<file path="src/rtl/piso_framer_pkg.sv">
// Shared types and constants for the parallel-to-serial framer.
package piso_framer_pkg;

  // Framer state: IDLE waits for a word, SHIFT emits data bits,
  // PARITY emits the optional parity bit, GAP holds the line idle.
  typedef enum logic [1:0] {
    IDLE   = 2'd0,
    SHIFT  = 2'd1,
    PARITY = 2'd2,
    GAP    = 2'd3
  } piso_state_t;

  // Parity mode selectors for the ODD_PARITY parameter.
  localparam int PAR_EVEN = 0;
  localparam int PAR_ODD  = 1;

endpackage

</file>
<file path="src/rtl/piso_framer.sv">
// Parallel-to-serial framer: captures a word on a valid/ready handshake and
// emits it one bit per clock, optionally followed by a parity bit and then a
// fixed idle gap. All outputs except in_ready are registered.
module piso_framer
  import piso_framer_pkg::*;
#(
  parameter int WIDTH      = 8,
  parameter int MSB_FIRST  = 1,
  parameter int PARITY_EN  = 1,
  parameter int ODD_PARITY = PAR_EVEN,
  parameter int GAP_CYCLES = 2
) (
  input  logic             clk,
  input  logic             rst,
  input  logic [WIDTH-1:0] in_data,
  input  logic             in_valid,
  output logic             in_ready,
  output logic             serial_out,
  output logic             bit_valid,
  output logic             frame_start,
  output logic             busy
);

  localparam int CW = $clog2(WIDTH + 1);
  // Gap counter is at least one bit wide so GAP_CYCLES=0 still elaborates.
  localparam int GW = $clog2(GAP_CYCLES + 2);
  localparam logic [CW-1:0] BIT_LAST = CW'(WIDTH - 1);
  localparam logic [GW-1:0] GAP_LAST = GW'((GAP_CYCLES > 0) ? GAP_CYCLES - 1 : 0);
  localparam bit ODD = (ODD_PARITY == PAR_ODD);

  piso_state_t      state_q;
  piso_state_t      tail_state;
  logic [WIDTH-1:0] shreg_q;
  logic             parity_q;
  logic [CW-1:0]    bit_cnt_q;
  logic [GW-1:0]    gap_cnt_q;
  logic             serial_out_q;
  logic             bit_valid_q;
  logic             frame_start_q;
  logic             busy_q;

  // Bit that leaves the word first, depending on the bit order.
  function automatic logic head(input logic [WIDTH-1:0] v);
    return (MSB_FIRST != 0) ? v[WIDTH-1] : v[0];
  endfunction

  // Word after one bit has been sent: move the next bit to the output end.
  function automatic logic [WIDTH-1:0] advance(input logic [WIDTH-1:0] v);
    return (MSB_FIRST != 0) ? {v[WIDTH-2:0], 1'b0} : {1'b0, v[WIDTH-1:1]};
  endfunction

  // State entered once the last bit of a frame has gone out.
  assign tail_state = (GAP_CYCLES > 0) ? GAP : IDLE;

  // Handshake: only in IDLE and never while reset is asserted.
  assign in_ready = (state_q == IDLE) & ~rst;

  // Framer FSM with registered outputs; each register holds what the
  // line shows in the cycle after the edge.
  always_ff @(posedge clk) begin
    if (rst) begin
      state_q       <= IDLE;
      shreg_q       <= '0;
      parity_q      <= 1'b0;
      bit_cnt_q     <= '0;
      gap_cnt_q     <= '0;
      serial_out_q  <= 1'b0;
      bit_valid_q   <= 1'b0;
      frame_start_q <= 1'b0;
      busy_q        <= 1'b0;
    end else begin
      case (state_q)
        IDLE: begin
          // in_ready is implied here (IDLE and reset low).
          if (in_valid) begin
            serial_out_q  <= head(in_data);
            shreg_q       <= advance(in_data);
            parity_q      <= (^in_data) ^ ODD;
            bit_cnt_q     <= '0;
            bit_valid_q   <= 1'b1;
            frame_start_q <= 1'b1;
            busy_q        <= 1'b1;
            state_q       <= SHIFT;
          end
        end
        SHIFT: begin
          frame_start_q <= 1'b0;
          if (bit_cnt_q == BIT_LAST) begin
            bit_cnt_q <= '0;
            if (PARITY_EN != 0) begin
              serial_out_q <= parity_q;
              bit_valid_q  <= 1'b1;
              state_q      <= PARITY;
            end else begin
              serial_out_q <= 1'b0;
              bit_valid_q  <= 1'b0;
              gap_cnt_q    <= '0;
              busy_q       <= (GAP_CYCLES > 0);
              state_q      <= tail_state;
            end
          end else begin
            bit_cnt_q    <= bit_cnt_q + 1'b1;
            serial_out_q <= head(shreg_q);
            shreg_q      <= advance(shreg_q);
          end
        end
        PARITY: begin
          serial_out_q <= 1'b0;
          bit_valid_q  <= 1'b0;
          gap_cnt_q    <= '0;
          busy_q       <= (GAP_CYCLES > 0);
          state_q      <= tail_state;
        end
        GAP: begin
          if (gap_cnt_q == GAP_LAST) begin
            gap_cnt_q <= '0;
            busy_q    <= 1'b0;
            state_q   <= IDLE;
          end else begin
            gap_cnt_q <= gap_cnt_q + 1'b1;
          end
        end
        default: begin
          state_q <= IDLE;
          busy_q  <= 1'b0;
        end
      endcase
    end
  end

  assign serial_out  = serial_out_q;
  assign bit_valid   = bit_valid_q;
  assign frame_start = frame_start_q;
  assign busy        = busy_q;

endmodule

</file>
<file path="config.mk">
export PLATFORM = sky130hd
export DESIGN_NAME = piso_framer
export DESIGN_NICKNAME = d
export VERILOG_FILES = /design/src/rtl/piso_framer_pkg.sv /design/src/rtl/piso_framer.sv
export SDC_FILE = /design/constraint.sdc
export NUM_CORES = 1
export LEC_CHECK = 0
export BUFFER_PORTS_ARGS = -buffer_cell sky130_fd_sc_hd__buf_4
export CAP_MARGIN = 10
export CORE_MARGIN = 2
export CORE_UTILIZATION = 38
export DETAILED_ROUTE_END_ITERATION = 8
export SYNTH_ARGS = -nofsm -noshare
export SYNTH_HDL_FRONTEND = slang
export SYNTH_SLANG_ARGS = --single-unit
</file>
<file path="constraint.sdc">
create_clock -name clk -period 2.4 [get_ports clk]
set_input_delay 0.48 -clock clk [delete_from_list [all_inputs] [get_ports clk]]
set_output_delay 0.48 -clock clk [all_outputs]
set_load 0.01 [all_outputs]
</file>
# Yosys cells after proc, flatten, opt, wreduce, memory -nomap -nowiden
# Cells that the tools add are included.
dict set report totals {
  ramBits 0
  inputBits 11
  regBits 21
  mem_bits_ro 0
  latch_bits 0
  output_inout_bits 5
  memories 0
}
dict set report classes {
  n_eq_ne 9
  muxes 21
  div 0
  n_reduce_logical 12
  shift 0
  addsub 2
  bitwise_logic 3
  magnitude_cmp 0
  n_mul 0
}
# cell count
set ops {}
lappend ops {{$mux 8} 2}
lappend ops {{$pmux 8 s2} 1}
lappend ops {{$reduce_and 3->1} 4}
lappend ops {{$pmux 1 s3} 3}
lappend ops {{$mux 2} 4}
lappend ops {{$mux 4} 2}
lappend ops {{$ne 2x2->1 const B} 4}
lappend ops {{$pmux 2 s4} 1}
lappend ops {{$pmux 4 s2} 1}
lappend ops {{$reduce_xor 8->1} 1}
lappend ops {{$reduce_and 2->1} 3}
lappend ops {{$mux 1} 5}
lappend ops {{$add 4x1->4 const B} 1}
lappend ops {{$eq 2x1->1 const B} 2}
lappend ops {{$eq 2x2->1 const B} 2}
lappend ops {{$eq 4x3->1 const B} 1}
lappend ops {{$pmux 2 s2} 1}
lappend ops {{$reduce_bool 2->1} 2}
lappend ops {{$reduce_bool 3->1} 1}
lappend ops {{$add 2x1->2 const B} 1}
lappend ops {{$logic_not 2->1} 1}
lappend ops {{$not 1->1} 2}
lappend ops {{$pmux 1 s2} 1}
lappend ops {{$and 1x1->1} 1}

# Longest topological paths before layout
dict set report depth {
  ltp_word 3
  mapped_depth 8
  depth_no_buf 6
}

# Worst setup path before layout
# Ideal clock, no wire load.
dict set report synth_timing {
  path_kind {reg-to-reg}
  from {register state_q[1]}
  to {register shreg_q[3]}
  synth_period_minus_slack_ns 1.516
  path_slack_ns 0.884
  path_stages_with_launch 9
  setup_time_ns 0.134
  required_ns 2.266
  path_buffers 2
  arrival_ns 1.382
  path_cell_list {dfxtp_1 -> inv_1 -> ha_1 -> buf_2 -> mux2i_2 -> a21oi_4 -> buf_6 -> nor2_2 -> a211oi_2}
}
dict set report synth_between {
  elab_chain_cells 3
  word_cells_on_any_way 7
  cone_classes {3 x eq/ne; 1 x mux; 3 x reduce/logical}
}
# item line
set synth_lines {}
lappend synth_lines {{start: declaration} piso_framer.sv:31} ;# piso_state_t state_q;
lappend synth_lines {{start signal: assignment} piso_framer.sv:99} ;# state_q <= tail_state;
lappend synth_lines {{start signal: assignment} piso_framer.sv:112} ;# state_q <= tail_state;
lappend synth_lines {{$eq 2x1->1 / $logic_not 2->1 (equally long branches)} piso_framer.sv:72} ;# case (state_q)
lappend synth_lines {{$ne 2x2->1 (no line) / $reduce_bool 2->1 (equally long branches)} n/a}
lappend synth_lines {{$reduce_and 3->1 (no line)} n/a}
lappend synth_lines {{end signal: assignment} piso_framer.sv:77} ;# shreg_q <= advance(in_data);
lappend synth_lines {{end signal: assignment} piso_framer.sv:104} ;# shreg_q <= advance(shreg_q);
lappend synth_lines {{end: declaration} piso_framer.sv:33} ;# logic [WIDTH-1:0] shreg_q;
# Several ways; a longest one is shown, not always the timed one.
# A chain may end at the register's enable or synchronous reset.

# Final worst setup path
dict set report layout_timing {
  from {register state_q[1]}
  to {register shreg_q[2]}
}
# The elaborated chain is that of the path after synthesis.

==> results.txt <==
Nature of the critical path startpoint: register
PwrDens: 1130 nW/um^2
Sw frac: 0.404
Cts bufs inserted: 3
Top sig layer: met4
Worst skew pair latency: 0.29 ns
Fill cells: 257
CP max FO: 13
CP top delay family: compound AO/OA/AOI/OAI gates
Ant diodes: 0
Tightest Hold Check Type: primary input to register
Setup crit end kind: register
PortBufs: 15
Max Clock Skew: 0.00623 ns
Yosys warning total: 0
P&R area growth vs syn: 14.1%
Mapped Nets: 132
CTS tree: yes
Metal2 WL: 926 um
Residual DRC: 0
Die Height: 57.5 um
Final setup viols: 0
Sequential power share: 0.364
Area leader, netlist: dfxtp_1
Most frequent cells in the layout: dfxtp_1, buf_4, nor2_1
CP max stage cell: ha_1
Netlist cell types: 32
Via density: 5.22
Slew HR: 0.608
Final hold vios: 0
Antenna violations before repair: 0
Starting Density: 0.397
Worst vdd ir: 0.613 mV
CTS Sinks: 20
Fin. max-slew vios: 0
Post-cts sizing count: 0
Slew @ Worst Pin: 0.588 ns
Detailed Route WL: 2030 um
P_sw: 0.000564 W
Tot Pwr: 0.00140 W
Seq/Total Area, Yosys: 0.369
FMAX: 490 MHz
Total gr overflow: 0
Placed cell count: 157
Top cell type's share of synthesized area: 0.369
CTS Buffer Depth: 2
Layout Nets: 148
Unrepaired setup endpoints after global routing: no
Die Wd: 57.5 um
Setup_tns: 0 ns
Outcome: completed
Starting DRT DRC Count: 20
Layout cells sized above 1: 0.240
WL per Instance: 12.7 um
# rows: 19
CP bufs+invs: 1
Hold slack: 0.423 ns
Syn Std Cell Area: 1090 um^2
Tmin final: 2.04 ns
Final period util: 0.850
Post-route ant nets: 0
Internal power: 0.000832 W
Cell count after synthesis: 115
Clock share of power: 0.112
CORE AREA: 2730 um^2
Max incr delay on CP: 0.54 ns
Die ar.: 3300 um^2
Static Leak: 0.483 nW
Avg Inst Size Synth: 9.44 um^2
DR pass1 iterations: 4
Commonest non-fill, non-tap cell in the layout: dfxtp_1
CP Cell Sequence: inv_1, ha_1, mux2i_2, a21oi_4, nor2_1, a211oi_1
Post-DP HPWL: 1520 um
Combinational Power Share: 0.524
Largest net degree at the start of global routing: 22
First-pass GRT wire length: 3660 um
CP required: 2.61 ns
Clock transition at path regs: 0.11 ns
Overall Global Routing Usage: 0.142
Synth top area cells: dfxtp_1, ha_1, mux2i_1
Metal1 wirelength: 1020 um
Non-filler cells, final: 160
Setup CP Type: register to register
Setup slack after layout: 0.361 ns
Number of setup buffers added after CTS: 0
# H-tree levels: 1
CTS Hold Bufs: 0
Maxcap violations: 0
FF+latch count, synth: 20
Clock root buffer: clkbuf_4
DR vias: 835
Worst Path Arrival: 2.25 ns
Met3 WL post-DR: 55 um
IO Count: 16
RePlAce Congestion: 0.785
Number of global-route vias before repair: 850
Worst slack at placement: 0.378 ns
==> through the flow <==
step / cell area [um^2] / utilization
2_1_floorplan: 1090 / -
3_3_place_gp: 1220 / 0.445
3_5_place_dp: 1220 / 0.445
4_1_cts: 1240 / 0.453
5_1_grt: 1240 / 0.453
6_report: 1240 / 0.453
==> kinds of logic (layout without fill, tap and decap cells) <==
family	count (synthesis)	after routing	share of synthesized area
muxes	9	9	0.0876
DFF	20	20	0.369
and+or+nand+nor	41	41	0.195
adders and majority gates	6	6	0.0691
AOI/OAI and AO/OA	25	25	0.190
xor gates and xnor gates	7	7	0.0565
buffers and inverters	7	21	0.0334
==> power groups by stage <==
stage | clock network (W) | registers (W) | logic, W
detailed placement | 0 | 0.000516 | 0.000739
global route | 0.000174 | 0.000523 | 0.000833
global placement | 0 | 0.000512 | 0.000726
finish | 0.000156 | 0.000508 | 0.000732
CTS | 0.000161 | 0.000508 | 0.000742
floorplan | 0 | 0.000515 | 0.000577
==> path summary, 6_finish.rpt <==
check / startpoint / to / slack (ns) / depth (start not counted)
setup / recovery: state_q[1]$_SDFFE_PP0P_ / shreg_q[2]$_SDFFE_PP0P_ / 0.36 / 6
hold / removal: in_valid / parity_q$_SDFFE_PP0P_ / 0.42 / 2
setup reg to reg: state_q[1]$_SDFFE_PP0P_ / shreg_q[2]$_SDFFE_PP0P_ / 0.36 / 6
hold reg to reg: gap_cnt_q[1]$_SDFFE_PP0P_ / gap_cnt_q[1]$_SDFFE_PP0P_ / 0.48 / 1
==> sequential cells by signal, indices dropped and copies added, names as in the netlist <==
| signal | cells |
|---|---|
| busy | 1 |
| parity_q | 1 |
| bit_valid | 1 |
| serial_out | 1 |
| bit_cnt_q | 4 |
| state_q | 2 |
| gap_cnt_q | 2 |
| frame_start | 1 |
| shreg_q | 7 |
==> layer usage <==
metal  global-route usage  up-vias
met5                    0        -
met4               0.0399        0
met3               0.0476        4
met2                0.214       12
met1                0.193      384
li1                     -      435
==> synthesized netlist by cell type (all sizes together) <==
master / instances
or2b: 1
ha: 6
nor3b: 1
mux2i: 8
nor2: 19
nand3: 3
nand2: 5
a311oi: 3
and3b: 1
mux2: 1
a21oi: 8
nor2b: 4
inv: 2
or3: 1
nand3b: 1
clkbuf: 2
and3: 1
o21a: 1
nand4b: 1
dfxtp: 20
o21ai: 2
xnor2: 7
buf: 3
a32oi: 1
nand2b: 3
a221oi: 1
a211oi: 9
==> final cells by class <==
cell class	count	area (um^2)	share of cell area
repair buffers	16	120	0.0970
inverters	2	7.51	0.00606
flip-flops and latches	20	400	0.323
well taps	31	38.8	0.0313
multi-input cells	88	649	0.524
clock buffers	3	22.5	0.0182
Note: power is estimated with default switching activity, not from simulation.
